==> src/rtl/input_debounce_ctrl.sv <==
`default_nettype none
// ============================================================================
// Module      : input_debounce_ctrl
// Description : Synchronises and debounces NUM_CH asynchronous inputs (buttons,
//               IR and HDMI status lines) in the clk27 domain. Each channel has
//               its own pin polarity and produces a debounced level plus
//               press / release / long-press / auto-repeat pulses. An
//               aggregate activity pulse feeds the LCD backlight timeout.
// Ports       : clk27       - system clock
//               reset_n     - asynchronous active-low reset
//               din         - raw asynchronous pin inputs
//               level_o     - debounced level per channel, 1 = active
//               press_o     - 1-cycle pulse on accepted inactive->active
//               release_o   - 1-cycle pulse on accepted active->inactive
//               long_o      - 1-cycle pulse on long press and on each repeat
//               any_event_o - OR of all press/release/long bits, same cycle
// Revision    : 1.0 - initial release
// ============================================================================
module input_debounce_ctrl #(
  parameter int                NUM_CH       = 4,
  parameter logic [NUM_CH-1:0] INV_MASK     = 4'b0011,
  parameter int                TICK_DIV     = 27000,
  parameter int                DEB_TICKS    = 20,
  parameter int                LONG_TICKS   = 1000,
  parameter int                REPEAT_TICKS = 200
) (
  input  logic              clk27,
  input  logic              reset_n,
  input  logic [NUM_CH-1:0] din,
  output logic [NUM_CH-1:0] level_o,
  output logic [NUM_CH-1:0] press_o,
  output logic [NUM_CH-1:0] release_o,
  output logic [NUM_CH-1:0] long_o,
  output logic              any_event_o
);

  // --------------------------------------------------------------------------
  // Derived widths and constants
  // --------------------------------------------------------------------------
  localparam int c_pw       = (TICK_DIV > 1) ? $clog2(TICK_DIV) : 1;
  localparam int c_dw       = $clog2(DEB_TICKS + 1);
  localparam int c_hold_max = (LONG_TICKS > REPEAT_TICKS) ? LONG_TICKS : REPEAT_TICKS;
  localparam int c_hw       = (c_hold_max > 0) ? $clog2(c_hold_max + 1) : 1;

  localparam logic [c_pw-1:0] c_tick_last = c_pw'(TICK_DIV - 1);
  localparam logic [c_dw-1:0] c_deb_lim   = c_dw'(DEB_TICKS);
  localparam logic [c_hw-1:0] c_long_lim  = c_hw'(LONG_TICKS);
  localparam logic [c_hw-1:0] c_rep_lim   = c_hw'(REPEAT_TICKS);

  typedef enum logic [1:0] {
    ST_IDLE   = 2'd0,
    ST_HELD   = 2'd1,
    ST_REPEAT = 2'd2
  } hold_st_e;

  // --------------------------------------------------------------------------
  // Two-flop synchroniser and shared tick prescaler
  // --------------------------------------------------------------------------
  logic [NUM_CH-1:0] sync1_q;
  logic [NUM_CH-1:0] sync2_q;
  logic [c_pw-1:0]   presc_q;
  logic              tick;
  logic [NUM_CH-1:0] act;

  assign tick = (presc_q == c_tick_last);
  // Polarity is removed after synchronisation so every downstream stage
  // works with "1 = active" regardless of pin wiring.
  assign act  = sync2_q ^ INV_MASK;

  always_ff @(posedge clk27 or negedge reset_n) begin
    if (!reset_n) begin
      // Loading INV_MASK makes every channel look inactive out of reset.
      sync1_q <= INV_MASK;
      sync2_q <= INV_MASK;
      presc_q <= '0;
    end else begin
      sync1_q <= din;
      sync2_q <= sync1_q;
      presc_q <= tick ? '0 : presc_q + 1'b1;
    end
  end

  // --------------------------------------------------------------------------
  // Per-channel debounce and hold state machine
  // --------------------------------------------------------------------------
  for (genvar gi = 0; gi < NUM_CH; gi++) begin : g_ch
    logic [c_dw-1:0] deb_q;
    logic [c_hw-1:0] hold_q;
    hold_st_e        st_q;
    logic            frozen_q;
    logic            level_q;
    logic            press_q;
    logic            release_q;
    logic            long_q;
    logic            deb_done;
    logic            rise;
    logic            fall;

    // The tick that brings the counter to its limit accepts the new level.
    assign deb_done = tick && (act[gi] != level_q) && ((deb_q + 1'b1) == c_deb_lim);
    assign rise     = deb_done &&  act[gi];
    assign fall     = deb_done && !act[gi];

    always_ff @(posedge clk27 or negedge reset_n) begin
      if (!reset_n) begin
        deb_q     <= '0;
        hold_q    <= '0;
        st_q      <= ST_IDLE;
        frozen_q  <= 1'b0;
        level_q   <= 1'b0;
        press_q   <= 1'b0;
        release_q <= 1'b0;
        long_q    <= 1'b0;
      end else begin
        press_q   <= 1'b0;
        release_q <= 1'b0;
        long_q    <= 1'b0;

        // Any cycle agreeing with the accepted level restarts the count, so
        // a one-cycle glitch cannot accumulate toward a transition.
        if (act[gi] == level_q) begin
          deb_q <= '0;
        end else if (tick) begin
          if (deb_done) begin
            deb_q     <= '0;
            level_q   <= act[gi];
            press_q   <= act[gi];
            release_q <= !act[gi];
          end else begin
            deb_q <= deb_q + 1'b1;
          end
        end

        if (LONG_TICKS == 0) begin
          st_q     <= ST_IDLE;
          hold_q   <= '0;
          frozen_q <= 1'b0;
        end else begin
          case (st_q)
            ST_IDLE: begin
              hold_q   <= '0;
              frozen_q <= 1'b0;
              if (rise) st_q <= ST_HELD;
            end
            ST_HELD: begin
              // A release always wins over a coincident limit hit.
              if (fall) begin
                st_q     <= ST_IDLE;
                hold_q   <= '0;
                frozen_q <= 1'b0;
              end else if (tick && !frozen_q) begin
                if ((hold_q + 1'b1) == c_long_lim) begin
                  long_q <= 1'b1;
                  hold_q <= '0;
                  // Without repeat the counter freezes until release.
                  if (REPEAT_TICKS > 0) st_q <= ST_REPEAT;
                  else                  frozen_q <= 1'b1;
                end else begin
                  hold_q <= hold_q + 1'b1;
                end
              end
            end
            ST_REPEAT: begin
              if (fall) begin
                st_q     <= ST_IDLE;
                hold_q   <= '0;
                frozen_q <= 1'b0;
              end else if (tick) begin
                if ((hold_q + 1'b1) == c_rep_lim) begin
                  long_q <= 1'b1;
                  hold_q <= '0;
                end else begin
                  hold_q <= hold_q + 1'b1;
                end
              end
            end
            default: begin
              st_q     <= ST_IDLE;
              hold_q   <= '0;
              frozen_q <= 1'b0;
            end
          endcase
        end
      end
    end

    assign level_o[gi]   = level_q;
    assign press_o[gi]   = press_q;
    assign release_o[gi] = release_q;
    assign long_o[gi]    = long_q;
  end

  // All pulse sources are registered, so this OR is glitch-free and lands in
  // the same cycle as the pulses themselves.
  assign any_event_o = |(press_o | release_o | long_o);

endmodule
`default_nettype wire
==> config.mk <==
export PLATFORM = sky130hd
export DESIGN_NAME = input_debounce_ctrl
export DESIGN_NICKNAME = d
export VERILOG_FILES = /design/src/rtl/input_debounce_ctrl.sv
export SDC_FILE = /design/constraint.sdc
export NUM_CORES = 1
export LEC_CHECK = 0
export CORE_AREA = 2 2 139 141
export DETAILED_ROUTE_END_ITERATION = 12
export DIE_AREA = 0 0 141 143
export GPL_ROUTABILITY_DRIVEN = 0
export SLEW_MARGIN = 20
export SYNTH_ARGS = -nofsm -noshare
export SYNTH_HDL_FRONTEND = slang
export SYNTH_SLANG_ARGS = --single-unit
==> constraint.sdc <==
create_clock -name clk27 -period 3.4 [get_ports clk27]
set_input_delay 0.68 -clock clk27 [delete_from_list [all_inputs] [get_ports clk27]]
set_output_delay 0.68 -clock clk27 [all_outputs]
set_load 0.05 [all_outputs]
==> results of run 1 <==
==> critical path: stages (launching register included) <==
cell,delay (ns)
dfrtp_1,0.40
nor4_1,0.47
nand3_1,0.14
clkdlybuf4s50_1,0.77
==> kinds of logic (layout without fill, tap and decap cells) <==
family / after synthesis / in the layout / share of synthesized area [%]
mux: 7 / 7 / 1.232
simple gates: 309 / 309 / 25.13
xor+xnor: 28 / 28 / 3.833
flops: 107 / 107 / 41.93
fa+ha+maj: 25 / 25 / 4.889
buf+inv: 55 / 65 / 4.440
compound gates: 169 / 169 / 18.54
==> stage by stage <==
stage               power, mW  utilization, %
global placement        1.350           36.42
finish                  2.417           38.11
detailed placement      1.350           36.42
CTS                     2.467           38.11
global route            2.526           38.11
floorplan               1.311               -
==> power groups by stage <==
stage,sequential (mW),clock [mW],combinational (mW)
5_1_grt,1.28,1.20,0.0464
2_1_floorplan,1.31,0,0.00448
6_report,1.28,1.10,0.0391
3_5_place_dp,1.31,0,0.0427
4_1_cts,1.28,1.14,0.0425
3_3_place_gp,1.31,0,0.0423
==> cell type report <==
class | count | area (sq um)
clock buffers | 12 | 256.5
clock inverters | 4 | 57.56
fillers | 1835 | 11500
inverters | 19 | 71.32
multi-input cells | 538 | 3431
flip-flops and latches | 107 | 2683
well taps | 234 | 292.8
repair buffers | 30 | 290.3
==> state kept, by name (all words and copies together) (netlist names) <==
| name | cells |
|---|---|
| g_ch.hold_q | 40 |
| g_ch.deb_q | 20 |
| presc_q | 15 |
| g_ch.st_q | 8 |
| g_ch.level_q | 4 |
| g_ch.long_q | 4 |
| g_ch.press_q | 4 |
| g_ch.release_q | 4 |
| sync1_q | 4 |
| sync2_q | 4 |
==> placed cells by master, fill, tap and decap left out, types with 7 or more instances in the layout <==
master / instances
nand2b_1: 8
clkdlybuf4s50_1: 21
inv_1: 19
buf_4: 8
nand2_1: 82
nor3_1: 16
xor2_1: 21
nand4_1: 17
o21ai_0: 38
and3_1: 11
ha_1: 25
clkbuf_16: 9
a21oi_1: 31
nand3_1: 38
nor2_1: 63
nor4_1: 12
o211ai_1: 7
or3_1: 8
a21o_1: 19
xnor2_1: 7
dfrtp_1: 103
==> per-layer routing <==
layer	vias up	track usage (%)	routed length (um)
met4	0	4.105	143
met2	43	21.98	5910
met5	-	0	0
met3	12	2.918	351
met1	2406	19.03	6525
li1	2562	-	-
==> final timing paths <==
path / depth (start not counted) / end / slack (ns)
min in group clk27: 0 / sync2_q[3] / 0.35
worst min-delay path: 1 / g_ch[2].deb_q[1] / 0.32
worst min register to register: 0 / sync2_q[3] / 0.35
worst max register to register: 8 / g_ch[3].hold_q[7] / 0.61
max in group asynchronous: 2 / g_ch[3].hold_q[2] / 2.36
worst max-delay path: 3 / any_event_o / 0.59
==> impl_metrics.tcl, run 1 <==
set metrics [dict create \
    seq_power_share_pct 53.1 \
    start_kind "register" \
    drive_above_1_share_pct 7.042 \
    worst_slack_ns 0.5924 \
    area_delta_synth_final_pct 10.70 \
    cts_buffers 9 \
    n_antenna_cell 0 \
    cts_root_buf "clkbuf_16" \
    cts_setup_buffers 0 \
    gr-total-overflow 0 \
    p_int_mw 1.907 \
    synthTopCellsByCount "dfrtp_1 (103), nand2_1 (82), nor2_1 (63)" \
    leakage_nw 2.961 \
    powerDensity_nw_per_um2 341.3 \
    first_global_vias 4654 \
    slew_headroom_pct 51.39 \
    start_util_pct 34.43 \
    max_freq_mhz 356.2 \
    synth_edf_count 0 \
    dpl.hpwl_mm 9.295 \
    yosysTopAreaCell "dfrtp_1" \
    synth_cell_types 88 \
    final_nets 736 \
    row_count 50 \
    cts_tree "done" \
    h-tree-depth 3 \
    syn_area_sq_um 6397 \
    outcome "finished clean" \
    post_drt_wl_per_cell_um 13.70 \
    tns_ns 0 \
    yosysWarnings 0 \
    dp_slack_ns 0.5957 \
    startpoint "g_ch[2].press_q" \
    drtIter0Drc 313 \
    critPathMaxFanout 2 \
    antenna_found_initial 0 \
    synth_cells 700 \
    ant_nets 0 \
    drc_errors 0 \
    swShare_pct 21.12 \
    final_cells 944 \
    die-area_sq_um 20160 \
    final-hold-violation-count 0 \
    cts-hold-fix-buffers 0 \
    syn-num-nets 731 \
    grt_first_pass_wirelength_mm 22.82 \
    cts_sinks 107 \
    switching_power_mw 0.5106 \
    dp_cells 928 \
    routed_via_density 5.321 \
    p_clk_share_pct 45.3 \
    die_x_um 141 \
    ir_worst_vdd_mv 0.2677 \
    firstDrtPassIters 4 \
    vias 5023 \
    grt_setup_unrepaired "false" \
    synth_area_per_cell_sq_um 9.139 \
    synth.area.top_cells "dfrtp_1 (40%), ha_1 (4.9%), nand2_1 (4.8%)" \
    path_clk_slew_ns 0.07 \
    synth_seq_area_share_pct 41.93 \
    fin_crit_ns 2.808 \
    grt.total_usage_pct 13.82 \
    tightest_slew_ns 0.7265 \
    critPathKind "reg -> out" \
    synth.most_common_cell "dfrtp_1" \
    r2r-start "g_ch[3].hold_q[0]" \
    numPortBuffers 22 \
    yosys_register_bits 107 \
    comb_power_share_pct 1.6 \
    clock_latency_ns 0.36 \
    clock_skew_ns 0.008469 \
    core_area_sq_um 18580 \
    cts_max_path_buffers 2 \
    die_h_um 143 \
    drv_cap 0 \
    async_flop_share_pct 100.0 \
    drt-total-wl_mm 12.93 \
    grt_max_degree 43 \
    io_pins 23 \
    hold_slack_ns 0.3166 \
    final_area_sq_um 7082 \
    crit_required_ns 2.72 \
    ctsResizeCount 0 \
    finalCritPeriodShare_pct 82.58 \
    synthFlopType "dfrtp_1" \
    placed_area_sq_um 6768 \
    final-setup-viol-count 0 \
    synth_top_area_share_pct 40.29 \
    report.final.slew_viol_count 0 \
    min_path_type "in -> async" \
    end_kind "output port" \
    worst_ep_arrival_time_ns 2.13 \
]
No activity file was read; power rests on OpenSTA's default activity.
==> inputs of run 2 (changes only) <==
Clock period 3.4 ns to 2.3 ns, I/O delays scaled along.
==> run 2 against run 1 <==
  * The run now ends with setup timing left
  * Core utilization increased by 6.2 points
  * Count of clock-buffer cells in the layout decreased by 1
  * Critical path depth increased by 5
  * Die area did not move
  * Cell count rose by 9.6%
  * Flip-flop and latch count unchanged
  * Cell area increased by 16%
  * Global-route usage is 0.94 points higher
  * Clock power increased by 47%
  * Sequential share of layout area is 5.3 points lower
  * Combinational power up 56%
  * Critical endpoint is now g_ch[2].st_q[0]
  * Largest power group unchanged
==> impl_metrics.tcl, run 2 (synthesis results as in run 1) <==
set metrics [dict create \
    nFillCells 1735 \
    swShare_pct 21.29 \
    final-hold-violation-count 0 \
    leakage_nw 3.486 \
    drive_above_1_share_pct 25.34 \
    cts_max_path_buffers 2 \
    n_antenna_cell 0 \
    drtIter0Drc 304 \
    slew_headroom_pct 60.20 \
    h-tree-depth 3 \
    crit_required_ns 2.53 \
    switching_power_mw 0.7613 \
    antenna_found_initial 0 \
    hold_slack_ns 0.08974 \
    placed_area_sq_um 7425 \
    final-setup-viol-count 1 \
    outcome "finished, violations left" \
    die-area_sq_um 20160 \
    finalCritPeriodShare_pct 100.7 \
    fin_crit_ns 2.317 \
    final_cells 1035 \
    final_cell_mix "dfrtp_1 (99), buf_4 (89), nand2_1 (79)" \
    reg.largest.list "g_ch.hold_q (40), g_ch.deb_q (20), presc_q (15)" \
    io_pins 23 \
    utilization_pct 44.35 \
    worst_slack_ns -0.01659 \
    clock_skew_ns 0.006734 \
    top_register "g_ch.hold_q" \
    cts_sinks 107 \
    min_path_type "in -> async" \
    critPathKind "reg -> reg" \
    ant_nets 0 \
    max_freq_mhz 431.7 \
    die_x_um 141 \
    final_nets 827 \
    cts_root_buf "clkbuf_16" \
    grt_max_degree 61 \
    numPortBuffers 22 \
    clock_latency_ns 0.35 \
    p_clk_share_pct 45.3 \
    start_util_pct 34.43 \
    layout_commonest_cell "dfrtp_1" \
    tns_ns -0.01659 \
    dp_cells 1004 \
    end_kind "register" \
    post_drt_wl_per_cell_um 14.36 \
    cts_tree "done" \
    worst_ep_arrival_time_ns 2.55 \
    grt_setup_unrepaired "true" \
    grt.total_usage_pct 14.76 \
    die_h_um 143 \
    final_area_sq_um 8240 \
    firstDrtPassIters 4 \
    routed_via_density 5.281 \
    drc_errors 0 \
    row_count 50 \
    path_clk_slew_ns 0.07 \
    comb_power_share_pct 1.7 \
    gr-total-overflow 0 \
    critPathMaxFanout 2 \
    grt_first_pass_wirelength_mm 24.49 \
    first_global_vias 5193 \
    p_int_mw 2.815 \
    violations "setup timing" \
    report.final.slew_viol_count 0 \
    powerDensity_nw_per_um2 434.0 \
    seq_area_sq_um 2688 \
    largest_register_ffs 40 \
    cts-hold-fix-buffers 0 \
    vias 5466 \
    drt-total-wl_mm 14.86 \
    multi_input_area_sq_um 3827 \
    seq_power_share_pct 53.0 \
    cts_buffers 9 \
    core_area_sq_um 18580 \
    ir_worst_vdd_mv 0.3700 \
    tightest_slew_ns 0.5948 \
    area_delta_synth_final_pct 28.81 \
    drv_cap 0 \
    dpl.hpwl_mm 10.46 \
    start_kind "register" \
]
run 2: power groups by stage:
stage	logic, mW	registers [mW]	clock network, mW
after detailed placement	0.0652	1.93	0
after CTS	0.0653	1.90	1.67
after global placement	0.0645	1.93	0
after floorplan	0.00664	1.93	0
after global routing	0.0716	1.90	1.75
final	0.0609	1.90	1.62
run 2: area by class of cell:
cell class	count	share of cell area (%)
clock buffers	11	3.067
well taps	234	3.553
inverters	19	0.8655
flip-flops and latches	107	32.61
clock inverters	5	0.7440
repair buffers	121	12.71
multi-input cells	538	46.45
run 2: through the flow:
stage	worst slack [ns]	power [mW]
after floorplan	-0.006011	1.938
after detailed placement	-0.1214	1.998
after global routing	-0.08372	3.713
final	-0.01659	3.576
after global placement	-0.1074	1.997
after CTS	-0.02720	3.628
run 2: final timing paths:
path	slack (ns)	cells after the start	start	end
max in group asynchronous	1.86	2	reset_n	sync1_q[0]
min in group clk27	0.35	0	sync1_q[0]	sync2_q[0]
worst min-delay path	0.09	2	reset_n	g_ch[2].hold_q[1]
worst max register to register	-0.02	8	g_ch[2].hold_q[1]	g_ch[2].st_q[0]
worst max-delay path	-0.02	8	g_ch[2].hold_q[1]	g_ch[2].st_q[0]
worst min register to register	0.35	0	sync1_q[0]	sync2_q[0]
run 2: worst max-delay path, stage by stage, from the launching register on:
cell and delay, ns:
dfrtp_1 0.39, ha_2 0.19, and2_4 0.14, or4b_4 0.50, o2bb2ai_4 0.17, o311a_4 0.23
nor3_2 0.05, nor3_2 0.22, mux2_4 0.32
run 2: layer usage:
layer  global-route usage [%]  vias to the layer above  part of all wire, %
met4                    5.474                        0                  1.9
met2                    25.24                       47                   49
li1                         -                     2739                    -
met5                        0                        -                    0
met1                    19.27                     2665                   47
met3                    1.811                       15                  1.7
run 2: what timing repair did:
item                       CTS  global route
resized for setup           15            69
pin swaps                    8            38
buffers inserted             3            11
setup endpoints to repair   22            45
cloned                       0             1
